<file path="src/rtl/wallace_mult_pkg.sv">
// Shared helpers for the pipelined Wallace-tree multiplier: operand extension
// and reduction-tree sizing used to build the compression levels.
package wallace_mult_pkg;

    localparam int MAX_WIDTH = 32;
    localparam int MAX_PW    = 2 * MAX_WIDTH;

    // Extend the low 'width' bits of x to MAX_PW bits, by MSB when signed, else by zeros.
    function automatic logic [MAX_PW-1:0] sext_or_zext(input logic [MAX_WIDTH-1:0] x,
                                                       input logic                 is_signed,
                                                       input int                   width);
        logic [MAX_PW-1:0] r;
        logic [4:0]        msb;
        logic              fill;
        msb  = 5'(width - 1);
        fill = is_signed & x[msb];
        r    = '0;
        for (int i = 0; i < MAX_PW; i++) begin
            r[i] = (i < width) ? x[i[4:0]] : fill;
        end
        return r;
    endfunction

    // Each Wallace level turns every group of three rows into two.
    function automatic int rows_after_levels(input int height, input int levels);
        int h;
        h = height;
        for (int l = 0; l < levels; l++) begin
            h = h - h / 3;
        end
        return h;
    endfunction

    // Number of levels needed to bring 'height' rows down to two.
    function automatic int num_reduction_levels(input int height);
        int h;
        int n;
        h = height;
        n = 0;
        while (h > 2) begin
            h = h - h / 3;
            n++;
        end
        return n;
    endfunction

endpackage

</file>
<file path="src/rtl/wallace_mult_pipe_csa_row.sv">
// Row of full adders compressing three W-bit rows into a sum row and a carry
// row; the carry row is already shifted up one column and its top carry dropped.
module csa_row #(
    parameter int W = 16
) (
    input  logic [W-1:0] x,
    input  logic [W-1:0] y,
    input  logic [W-1:0] z,
    output logic [W-1:0] s,
    output logic [W-1:0] c
);

    // Per-column sum bit and majority carry into the next column.
    always_comb begin
        s = x ^ y ^ z;
        c = '0;
        for (int i = 1; i < W; i++) begin
            c[i] = (x[i-1] & y[i-1]) | (x[i-1] & z[i-1]) | (y[i-1] & z[i-1]);
        end
    end

endmodule

</file>
<file path="src/rtl/wallace_mult_pipe.sv">
// Three-stage pipelined Wallace-tree multiplier with per-operand signed/unsigned
// selection. S1: partial-product matrix, S2: tree reduction to sum/carry,
// S3: final carry-propagate add. One global enable stalls every stage.
module wallace_mult_pipe
    import wallace_mult_pkg::*;
#(
    parameter int WIDTH = 8
) (
    input  logic                 clk,
    input  logic                 rst_n,
    input  logic                 in_valid,
    output logic                 in_ready,
    input  logic [WIDTH-1:0]     a,
    input  logic [WIDTH-1:0]     b,
    input  logic                 a_signed,
    input  logic                 b_signed,
    output logic                 out_valid,
    input  logic                 out_ready,
    output logic [2*WIDTH-1:0]   p
);

    localparam int PW     = 2 * WIDTH;
    localparam int LEVELS = num_reduction_levels(PW);

    logic          en;
    logic          v1, v2, v3;
    logic [PW-1:0] ext_a, ext_b;
    logic [PW-1:0] pp_q [PW];
    logic [PW-1:0] lvl  [LEVELS+1][PW];
    logic [PW-1:0] sum_q, carry_q;

    assign en        = !v3 || out_ready;
    assign in_ready  = en;
    assign out_valid = v3;

    // Mode bits are consumed here, so each beat carries its own signedness forward.
    assign ext_a = PW'(sext_or_zext(MAX_WIDTH'(a), a_signed, WIDTH));
    assign ext_b = PW'(sext_or_zext(MAX_WIDTH'(b), b_signed, WIDTH));

    // S1: register the AND array; row j is ext_a shifted by j, gated by ext_b[j].
    always_ff @(posedge clk) begin
        if (!rst_n) begin
            v1 <= 1'b0;
            for (int j = 0; j < PW; j++) pp_q[j] <= '0;
        end else if (en) begin
            v1 <= in_valid;
            if (in_valid) begin
                for (int j = 0; j < PW; j++) pp_q[j] <= ext_b[j] ? (ext_a << j) : '0;
            end
        end
    end

    for (genvar j = 0; j < PW; j++) begin : g_lvl0
        assign lvl[0][j] = pp_q[j];
    end

    // Leftover rows that do not fill a group of three pass straight through.
    for (genvar l = 0; l < LEVELS; l++) begin : g_level
        localparam int HIN  = rows_after_levels(PW, l);
        localparam int NG   = HIN / 3;
        localparam int HOUT = HIN - NG;

        for (genvar g = 0; g < NG; g++) begin : g_csa
            csa_row #(.W(PW)) u_csa (
                .x (lvl[l][3*g]),
                .y (lvl[l][3*g+1]),
                .z (lvl[l][3*g+2]),
                .s (lvl[l+1][2*g]),
                .c (lvl[l+1][2*g+1])
            );
        end
        for (genvar r = 3*NG; r < HIN; r++) begin : g_pass
            assign lvl[l+1][2*NG + r - 3*NG] = lvl[l][r];
        end
        for (genvar r = HOUT; r < PW; r++) begin : g_zero
            assign lvl[l+1][r] = '0;
        end
    end

    // S2: capture the two surviving rows of the tree.
    always_ff @(posedge clk) begin
        if (!rst_n) begin
            v2      <= 1'b0;
            sum_q   <= '0;
            carry_q <= '0;
        end else if (en) begin
            v2 <= v1;
            if (v1) begin
                sum_q   <= lvl[LEVELS][0];
                carry_q <= lvl[LEVELS][1];
            end
        end
    end

    // S3: final carry-propagate add; carry out of the top column is discarded.
    always_ff @(posedge clk) begin
        if (!rst_n) begin
            v3 <= 1'b0;
            p  <= '0;
        end else if (en) begin
            v3 <= v2;
            if (v2) p <= sum_q + carry_q;
        end
    end

endmodule

</file>
<file path="config.mk">
export PLATFORM = sky130hd
export DESIGN_NAME = wallace_mult_pipe
export DESIGN_NICKNAME = d
export VERILOG_FILES = /design/src/rtl/wallace_mult_pkg.sv /design/src/rtl/wallace_mult_pipe_csa_row.sv /design/src/rtl/wallace_mult_pipe.sv
export SDC_FILE = /design/constraint.sdc
export NUM_CORES = 1
export LEC_CHECK = 0
export BUFFER_PORTS_ARGS = -buffer_cell sky130_fd_sc_hd__buf_2
export CAP_MARGIN = 10
export CORE_ASPECT_RATIO = 1.4
export CORE_MARGIN = 1.5
export CORE_UTILIZATION = 40
export CTS_BUF_LIST = sky130_fd_sc_hd__clkbuf_16
export DETAILED_ROUTE_END_ITERATION = 6
export PLACE_DENSITY = 0.64
export SLEW_MARGIN = 20
export SYNTH_ARGS = -nofsm -noshare
export SYNTH_HDL_FRONTEND = slang
export SYNTH_SLANG_ARGS = --single-unit
</file>
<file path="constraint.sdc">
create_clock -name clk -period 3.8 [get_ports clk]
set_input_delay 0.19 -clock clk [delete_from_list [all_inputs] [get_ports clk]]
set_output_delay 0.19 -clock clk [all_outputs]
set_load 0.1 [all_outputs]
</file>
==> results of run 1 <==
-- power breakdown --
part           internal, W  leakage (nW)  switching [W]
clock             0.000960         0.289       0.000628
combinational     0.000820          2.33       0.000978
sequential         0.00164          1.32      0.0000607
total              0.00342          3.94        0.00167
-- placed cells by master, fill, tap and decap left out, drive strengths merged, types with 3 or more instances in the layout --
cell type  synthesis  routed
a21o               3       3
xnor2             20      20
a21oi              6       6
clkbuf            12      17
nand3              9       9
nand2             86      86
clkinv             0       4
edfxtp            87      87
nand4b             3       3
and3              59      59
dfxtp             44      44
fa                78      78
xor2               3       3
nor2               8       8
a21boi            35      35
buf               10      50
inv              106     113
o21ai              6       6
and2              26      26
ha                42      42
-- kinds of logic after synthesis --
group,Yosys count,synth area share
buf+inv,128,0.06379
compound gates,57,0.05311
flops,131,0.4521
simple gates,203,0.1349
fa+ha+maj,120,0.2701
xor+xnor,23,0.02607
-- path summary, 6_finish.rpt --
kind,endpoint,slack [ns],cells after the start
worst max-delay path,sum_q[15],0.06,13
worst min-delay path,v2,0.09,4
worst max register to register,sum_q[15],0.06,13
worst min register to register,p[11],0.46,2
-- flip-flops by register name, summed over array words and instances, names as in the netlist --
| register | cells |
|---|---|
| v1 | 1 |
| p | 16 |
| sum_q | 16 |
| out_valid | 1 |
| carry_q | 9 |
| v2 | 1 |
| pp_q | 87 |
-- metal layers --
metal	vias up	track usage	wire, µm
li1	2254	-	-
met1	2310	0.1859	6105
met5	-	0	0
met4	0	0.05934	211
met3	19	0.02725	362
met2	53	0.2762	7759
-- critical path, stage by stage, from the launching register on --
cell      delay (ns)
edfxtp_1        0.42
fa_1            0.55
inv_1           0.05
fa_1            0.57
inv_2           0.05
fa_1            0.49
inv_2           0.04
fa_1            0.48
inv_2           0.04
fa_2            0.37
xnor2_2         0.14
xnor2_1         0.21
nor3_1          0.06
nand3b_1        0.15
-- cell type report --
cell class	count	share of cell area
clock buffers	17	0.04808
clock inverters	15	0.01626
inverters	106	0.04497
multi-input cells	403	0.4289
flip-flops and latches	131	0.3949
well taps	248	0.03507
repair buffers	50	0.03182
-- what timing repair did --
item	4_1_cts	5_1_grt
setup buffers	1	1
gates resized for setup	3	15
pin swaps	6	31
endpoints found under the setup margin	5	11
-- metrics by stage --
| stage | instance area, µm² | worst slack, ns | cells | power [W] | TNS (ns) |
|---|---|---|---|---|---|
| global route | 8847 | -0.09209 | 970 | 0.005522 | -0.1517 |
| global placement | 8218 | -0.007710 | 936 | 0.003376 | -0.007710 |
| detailed placement | 8218 | -0.06924 | 936 | 0.003434 | -0.1689 |
| floorplan | 7735 | 0.01833 | 662 | 0.003048 | 0 |
| CTS | 8802 | 0.007591 | 969 | 0.005071 | 0 |
| finish | 8847 | 0.05919 | 970 | 0.005090 | 0 |
==> flow_metrics.py, run 1 <==
metrics = {
    "routing": {
        "drtIter0Drc": 384,
        "vias_per_cell": 4.779,
        "vias": 4636,
        "drtAntennaViolNets": 0,
        "wirelength_um": 14440,
        "drc": 0,
        "dr.pass1.iters": 4,
        "wl_per_cell_um": 14.89,
    },
    "yosys": {
        "async_flop_share": 0,
        "synth_edf_count": 87,
        "synth-seq-cells": 131,
        "synth.area.top_cells": "edfxtp_1 (34%), fa_1 (20%), dfxtp_1 (11%), ha_1 (6.8%), inv_1 (5.1%)",
        "synth.yosys.warnings": 0,
        "syn_nets": 804,
        "synth.largest_area_cell": "edfxtp_1",
        "ys_seq_area_frac": 0.4521,
        "synth_most_common_cell": "inv_1",
        "synthFlopType": "edfxtp_1",
        "avgSynthCellArea_um2": 11.67,
        "netlist_instances": 662,
        "yosysTopAreaCellShare": 0.3381,
        "synth_area_um2": 7727,
        "ys_types": 35,
        "synthTopCellsByCount": "inv_1 (105), edfxtp_1 (87), nand2_1 (86), fa_1 (78), and3_1 (59)",
    },
    "cells_and_area": {
        "drive_gt1_frac": 0.1385,
        "multi_input_area_um2": 3795,
        "fill_cells": 1766,
        "fin_nets": 851,
        "regArea_um2": 3493,
        "fin_util": 0.4640,
        "diodes": 0,
        "synthToLayoutAreaGrowth_pct": 14.49,
    },
    "die": {
        "die_w_um": 120.5,
        "die_area_um2": 20170,
        "core_um2": 19070,
        "start_util": 0.4052,
        "die_h_um": 167.5,
        "io_pins": 40,
        "std_cell_rows": 60,
    },
    "clock_network": {
        "cts_max_path_buffers": 2,
        "cts_num_sinks": 131,
        "cts_tree": "built",
        "htreeDepth": 4,
        "path_clk_slew_ns": 0.06,
        "cts_buffers": 17,
        "clock_latency_ns": 0.42,
        "clockRootBuffer": "clkbuf_16",
        "holdBufCountCts": 0,
    },
    "placement": {
        "routabilityCongestion": 0.8148,
        "dp_hpwl_um": 10510,
        "port_buffers": 39,
    },
    "timing": {
        "skew_ns": 0.01043,
        "hold_viol": 0,
        "final_max_slew_viol_count": 0,
        "post-route-period-util": 0.9844,
        "setup_viol": 0,
        "grt_setup_unrepaired": "true",
        "slew_headroom": 0.3916,
        "tightest_slew_ns": 0.9127,
        "finalCriticalPeriod_ns": 3.741,
        "hold_ws_ns": 0.09309,
        "fmax_ghz": 0.2673,
    },
    "setup_path": {
        "critical_path.startpoint": "pp_q[0][63]",
        "crit_arrival_ns": 4.04,
        "crit-reg2reg-launch": "pp_q[0][63]",
        "required_ns": 4.10,
        "endpoint_kind": "flip-flop",
        "crit_type": "reg2reg",
        "start_kind": "flip-flop",
        "cp_max_fo": 2,
    },
    "global_routing": {
        "grt_pass1_vias": 4834,
        "grt_pass1_wl_um": 24240,
        "grt_usage": 0.1553,
        "grt_start_max_net_pins": 88,
        "antenna_found_initial": 0,
        "overflow": 0,
    },
    "power": {
        "ir_drop_mv": 0.3936,
        "p_per_area_nw_per_um2": 575.3,
        "p_leak_nw": 3.936,
    },
    "status": {
        "status": "finished, final reports clean",
    },
    "min_path": {
        "hold_class": "in2reg",
        "worst_hold_startpoint": "out_ready",
    },
    "job": {
        "maxCapViolCount": 0,
    },
}
Power figures use the tool's default switching activity.
==> inputs of run 2 (changes only) <==
Settings changed: CORE_UTILIZATION 40 to 56, PLACE_DENSITY 0.64 to 0.83, SETUP_SLACK_MARGIN set to 0.15, TNS_END_PERCENT set to 20.
==> run 2 against run 1 <==
Net effect:
- routed wire length rose by 10%
- hold slack improved by 0.0025 ns
- global-route usage is 8.4 points higher
- flip-flop and latch count did not move
- sequential share of layout area decreased by 0.38 points
- core utilization is 20 points higher
- critical endpoint is now sum_q[12]
- non-clock buffer count grew 7
- via count increased by 5.9%
- cell count is 6.2% lower
- critical path type unchanged
==> flow_metrics.py, run 2 (same netlist as run 1, synthesis figures left out) <==
metrics = {
    "setup_path": {
        "crit_type": "reg2reg",
        "required_ns": 4.13,
        "slowest_delay_ns": 0.55,
        "crit_top_cell": "fa_1",
        "r2r_end": "sum_q[12]",
        "start_kind": "flip-flop",
        "endpoint_kind": "flip-flop",
        "path_cells": "inv_2, fa_2, buf_6, fa_1, fa_1, fa_1, inv_1, fa_1, ha_1, nand2_1, a21boi_1",
        "path_buf_inv": 3,
        "cp_max_fo": 3,
        "slowest_stage": "fa_1",
        "critPathTopFamily": "adder cells",
        "ff2ff_path_depth": 11,
        "crit_arrival_ns": 4.12,
        "crit-reg2reg-launch": "pp_q[0][15]",
        "r2r_slack_ns": 0.01,
    },
    "clock_network": {
        "clockRootBuffer": "clkbuf_16",
        "cts_tree": "built",
        "htreeDepth": 4,
        "path_clk_slew_ns": 0.06,
        "cts_num_sinks": 131,
        "cts_buffers": 17,
        "clock_latency_ns": 0.42,
        "cts_max_path_buffers": 2,
    },
    "global_routing": {
        "grt_pass1_vias": 5192,
        "antenna_found_initial": 0,
        "overflow": 0,
        "grt_pass1_wl_um": 25670,
        "grt_usage": 0.2390,
        "grt_start_max_net_pins": 88,
    },
    "cells_and_area": {
        "fin_nets": 858,
        "final_common_cell": "inv_1",
        "fill_cells": 895,
        "largest_reg_flops": 87,
        "reg_top3": "pp_q (87), p (16), sum_q (16)",
        "fin_area_um2": 8932,
        "fin_util": 0.6641,
        "synthToLayoutAreaGrowth_pct": 15.59,
        "top_register": "pp_q",
        "mostFrequentLayoutCells": "inv_1 (91), edfxtp_1 (87), nand2_1 (85), fa_1 (68), and3_1 (59)",
        "drive_gt1_frac": 0.1717,
        "diodes": 0,
    },
    "die": {
        "die_area_um2": 14520,
        "io_pins": 40,
        "std_cell_rows": 50,
        "die_h_um": 142.0,
        "start_util": 0.5745,
        "die_w_um": 102.3,
        "core_um2": 13450,
    },
    "power": {
        "p_per_area_nw_per_um2": 615.9,
        "ir_drop_mv": 0.4379,
        "p_leak_nw": 3.975,
    },
    "min_path": {
        "worst_hold_startpoint": "out_ready",
        "holdPathStages": 4,
        "holdPathEnd": "v2",
        "hold_class": "in2reg",
    },
    "timing": {
        "slew_headroom": 0.4017,
        "hold_viol": 0,
        "skew_ns": 0.01286,
        "setup_tns_ns": 0,
        "finalCriticalPeriod_ns": 3.785,
        "final_max_slew_viol_count": 0,
        "fmax_ghz": 0.2642,
        "finalWorstSetupSlack_ns": 0.01454,
        "setup_viol": 0,
        "grt_setup_unrepaired": "true",
        "post-route-period-util": 0.9962,
        "tightest_slew_ns": 0.8975,
    },
    "placement": {
        "pre_cts_ws_ns": -0.2136,
        "routabilityCongestion": 0.8675,
        "dp_hpwl_um": 10830,
        "port_buffers": 39,
        "place_area_um2": 8138,
    },
    "status": {
        "status": "finished, final reports clean",
    },
    "routing": {
        "vias": 4908,
        "drc": 0,
        "dr.pass1.iters": 5,
        "drtIter0Drc": 240,
        "vias_per_cell": 5.393,
        "wirelength_um": 15910,
        "wl_per_cell_um": 17.49,
        "drtAntennaViolNets": 0,
    },
    "job": {
        "maxCapViolCount": 0,
    },
}
-- run 2: cell count changes in the layout (fill, tap and decap cells not counted), moves of 2 or more --
cell	change
ha_4	+4
bufinv_16	+2
a21boi_1	+3
ha_1	-4
a21boi_0	-4
inv_2	+7
inv_6	-2
clkinv_2	+2
fa_1	-4
inv_1	-11
fa_2	+4
buf_4	+6
-- run 2: worst max-delay path by stage --
stage / from / end / cells past startpoint
3_3_place_gp: pp_q[0][15] / sum_q[15] / 13
4_1_cts: pp_q[1][28] / sum_q[12] / 12
6_report: pp_q[0][15] / sum_q[12] / 11
5_1_grt: pp_q[1][28] / sum_q[12] / 12
2_1_floorplan: pp_q[0][15] / sum_q[15] / 13
3_5_place_dp: pp_q[0][15] / sum_q[15] / 13
-- run 2: power breakdown --
part / leakage, nW / switching (W) / internal (W)
combinational: 2.36 / 0.00113 / 0.000953
sequential: 1.32 / 0.0000657 / 0.00164
clock: 0.300 / 0.000618 / 0.00109
total: 3.97 / 0.00181 / 0.00369
-- run 2: area by class of cell --
type	instances	area, µm²	area share
timing repair buffer	57	337.8	0.03782
clock inverter	14	186.4	0.02087
multi-input combinational	403	3864	0.4326
clock buffer	17	425.4	0.04763
tap	182	227.7	0.02549
sequential	131	3493	0.3911
inverter	106	397.9	0.04454
-- run 2: timing repair --
item / CTS / global route
hold buffers: 0 / 0
pin swaps: 33 / 32
buffers inserted: 8 / 0
gates cloned: 0 / 0
setup endpoints to repair: 13 / 16
resized for setup: 18 / 25
-- run 2: stage by stage --
step	hold slack [ns]	instances	total power (W)
final	0.09556	910	0.005501
after detailed placement	0.4558	871	0.003454
after floorplan	0.3783	662	0.003040
after global routing	0.1260	910	0.005821
after global placement	0.4501	871	0.003344
after CTS	0.08203	910	0.005277
-- run 2: tightest hold or removal path, delay by kind of cell --
| kind | cells | cell delay (ns) |
|---|---|---|
| simple gates | 2 | 0.10 |
| buf+inv | 1 | 0.10 |
| compound gates | 1 | 0.06 |
-- run 2: per-layer routing --
layer | GRT usage | share of wire | wire [µm] | vias to the layer above
li1 | - | - | - | 2273
met2 | 0.4211 | 0.54 | 8562 | 140
met4 | 0.1081 | 0.033 | 529 | 0
met1 | 0.2826 | 0.39 | 6178 | 2458
met5 | 0 | 0 | 0 | -
met3 | 0.04028 | 0.040 | 641 | 37
==> inputs of run 3 (changes only) <==
Settings changed: ABC_AREA set to 1, SKIP_CTS_REPAIR_TIMING set to 1.
==> run 3 against run 2 <==
Net effect:
- count of clock-buffer cells in the layout rose by 2
- non-clock buffer count fell by 2
- sequential share of layout area rose by 0.43 points
- via count rose by 2.6%
- combinational power barely moved
- critical endpoint is now sum_q[15]
- critical path type unchanged
- hold slack got worse by 0.0095 ns
- sequential power barely moved
- worst setup slack got worse by 0.22 ns
- the flow now finishes with violations (setup timing)
- routed wire length fell by 2.8%
- clock skew fell by 0.0051 ns
- synthesized cell count rose by 10%
==> flow_metrics.py, run 3 <==
metrics = {
    "clock_network": {
        "cts_max_path_buffers": 2,
        "clock_latency_ns": 0.42,
        "cts_tree": "built",
        "cts_buffers": 17,
        "path_clk_slew_ns": 0.06,
        "htreeDepth": 4,
        "cts_num_sinks": 131,
        "clockRootBuffer": "clkbuf_16",
    },
    "routing": {
        "drtAntennaViolNets": 0,
        "drtIter0Drc": 257,
        "drc": 0,
        "vias_per_cell": 5.109,
        "wirelength_um": 15460,
        "vias": 5037,
        "dr.pass1.iters": 5,
        "wl_per_cell_um": 15.68,
    },
    "cells_and_area": {
        "drive_gt1_frac": 0.1542,
        "top_register": "pp_q",
        "fin_nets": 933,
        "fin_util": 0.6600,
        "final_common_cell": "nor2_1",
        "synthToLayoutAreaGrowth_pct": 15.13,
        "mostFrequentLayoutCells": "nor2_1 (162), inv_1 (127), edfxtp_1 (87), fa_1 (72), nand2_1 (54)",
        "largest_reg_flops": 87,
        "reg_top3": "pp_q (87), p (16), sum_q (16)",
        "diodes": 0,
    },
    "timing": {
        "slew_headroom": 0.4951,
        "hold_viol": 0,
        "setup_tns_ns": -0.2328,
        "skew_ns": 0.007712,
        "tightest_slew_ns": 0.7526,
        "finalCriticalPeriod_ns": 4.010,
        "fmax_ghz": 0.2494,
        "post-route-period-util": 1.055,
        "final_max_slew_viol_count": 0,
        "grt_setup_unrepaired": "true",
        "finalWorstSetupSlack_ns": -0.2100,
        "setup_viol": 2,
    },
    "status": {
        "status": "finished with violations",
        "violations": "setup timing",
    },
    "global_routing": {
        "grt_usage": 0.2294,
        "grt_start_max_net_pins": 88,
        "antenna_found_initial": 0,
        "overflow": 0,
        "grt_pass1_wl_um": 24870,
        "grt_pass1_vias": 5269,
    },
    "placement": {
        "port_buffers": 39,
        "pre_cts_ws_ns": -0.3581,
        "dp_hpwl_um": 10560,
        "routabilityCongestion": 0.8372,
    },
    "yosys": {
        "synth.area.top_cells": "edfxtp_1 (34%), fa_1 (20%), dfxtp_1 (11%), nor2_1 (8.0%), ha_1 (6.8%)",
        "async_flop_share": 0,
        "synth-seq-cells": 131,
        "synth_area_um2": 7675,
        "avgSynthCellArea_um2": 10.53,
        "synthTopCellsByCount": "nor2_1 (163), inv_1 (135), edfxtp_1 (87), fa_1 (78), nand2_1 (56)",
        "ys_types": 27,
        "synth.largest_area_cell": "edfxtp_1",
        "syn_nets": 871,
        "yosysTopAreaCellShare": 0.3404,
        "synth_most_common_cell": "nor2_1",
        "synth.yosys.warnings": 0,
        "netlist_instances": 729,
        "synth_edf_count": 87,
        "synthFlopType": "edfxtp_1",
        "ys_seq_area_frac": 0.4552,
    },
    "die": {
        "die_h_um": 141.5,
        "start_util": 0.5733,
        "die_area_um2": 14430,
        "die_w_um": 101.9,
        "std_cell_rows": 50,
        "core_um2": 13390,
        "io_pins": 40,
    },
    "power": {
        "p_leak_nw": 4.209,
        "switching_share": 0.3548,
        "ir_drop_mv": 0.3683,
        "power_frac_comb": 0.384,
        "seq_power_share": 0.313,
        "switchingPower_w": 0.001921,
        "clock_power_share": 0.302,
        "p_int_w": 0.003492,
        "p_per_area_nw_per_um2": 612.6,
    },
    "min_path": {
        "hold_class": "in2reg",
    },
    "setup_path": {
        "start_kind": "flip-flop",
        "crit_arrival_ns": 4.33,
        "cp_max_fo": 3,
        "endpoint_kind": "flip-flop",
        "required_ns": 4.12,
        "crit_type": "reg2reg",
    },
    "job": {
        "maxCapViolCount": 0,
    },
}
[run 3: metal layers]
| layer | global-route usage | up-vias | part of all wire |
|---|---|---|---|
| li1 | - | 2387 | - |
| met1 | 0.2691 | 2476 | 0.39 |
| met2 | 0.4182 | 142 | 0.55 |
| met3 | 0.03153 | 32 | 0.039 |
| met4 | 0.09156 | 0 | 0.024 |
| met5 | 0 | - | 0 |
[run 3: stage by stage]
stage	total power, W	instance area, µm²	hold WS [ns]	std cells
floorplan	0.003099	7682	0.3758	729
global placement	0.003436	8163	0.4511	952
detailed placement	0.003539	8163	0.4573	952
CTS	0.005230	8760	0.07808	984
global route	0.005744	8836	0.09610	986
finish	0.005413	8836	0.08606	986
[run 3: final timing paths]
| check | from | endpoint | slack, ns | cells past startpoint |
|---|---|---|---|---|
| setup / recovery | pp_q[0][15] | sum_q[15] | -0.21 | 23 |
| hold / removal | out_ready | v2 | 0.09 | 4 |
| setup reg to reg | pp_q[0][15] | sum_q[15] | -0.21 | 23 |
| hold reg to reg | v2 | v2 | 0.47 | 2 |
[run 3: critical path, cell delays in order (launching register included)]
cell      delay (ns)
edfxtp_1        0.41
inv_2           0.09
fa_2            0.46
fa_1            0.61
inv_2           0.05
fa_1            0.47
inv_1           0.05
fa_1            0.49
inv_2           0.04
fa_2            0.36
nand2_2         0.09
inv_2           0.03
nor2_1          0.09
nand2_1         0.07
nand2_1         0.07
nand2_1         0.06
nand2_1         0.05
nand2_1         0.05
nand2_1         0.07
inv_1           0.04
nand2_1         0.05
nand3_1         0.06
nand2_1         0.08
inv_1           0.03
[run 3: cells by family after synthesis]
logic type	count (synthesis)	synth area share
DFF	131	0.4552
adders and majority gates	120	0.2719
and+or+nand+nor	251	0.1412
AOI/OAI and AO/OA	56	0.03798
xor gates and xnor gates	14	0.01598
buffers and inverters	157	0.07776
[run 3: layout make-up]
| cell class | instances | area, µm² |
|---|---|---|
| Tap cell | 182 | 227.7 |
| Multi-Input combinational cell | 441 | 3645 |
| Inverter | 145 | 546.8 |
| Clock buffer | 19 | 475.5 |
| Fill cell | 988 | 4552 |
| Sequential cell | 131 | 3493 |
| Timing Repair Buffer | 55 | 326.6 |
| Clock inverter | 13 | 121.4 |
[run 3: power groups by stage]
stage | logic, W | registers, W | clock network (W)
final | 0.00208 | 0.00170 | 0.00164
after global routing | 0.00234 | 0.00171 | 0.00169
after CTS | 0.00189 | 0.00170 | 0.00164
after detailed placement | 0.00181 | 0.00172 | 0
after global placement | 0.00172 | 0.00172 | 0
after floorplan | 0.00131 | 0.00179 | 0
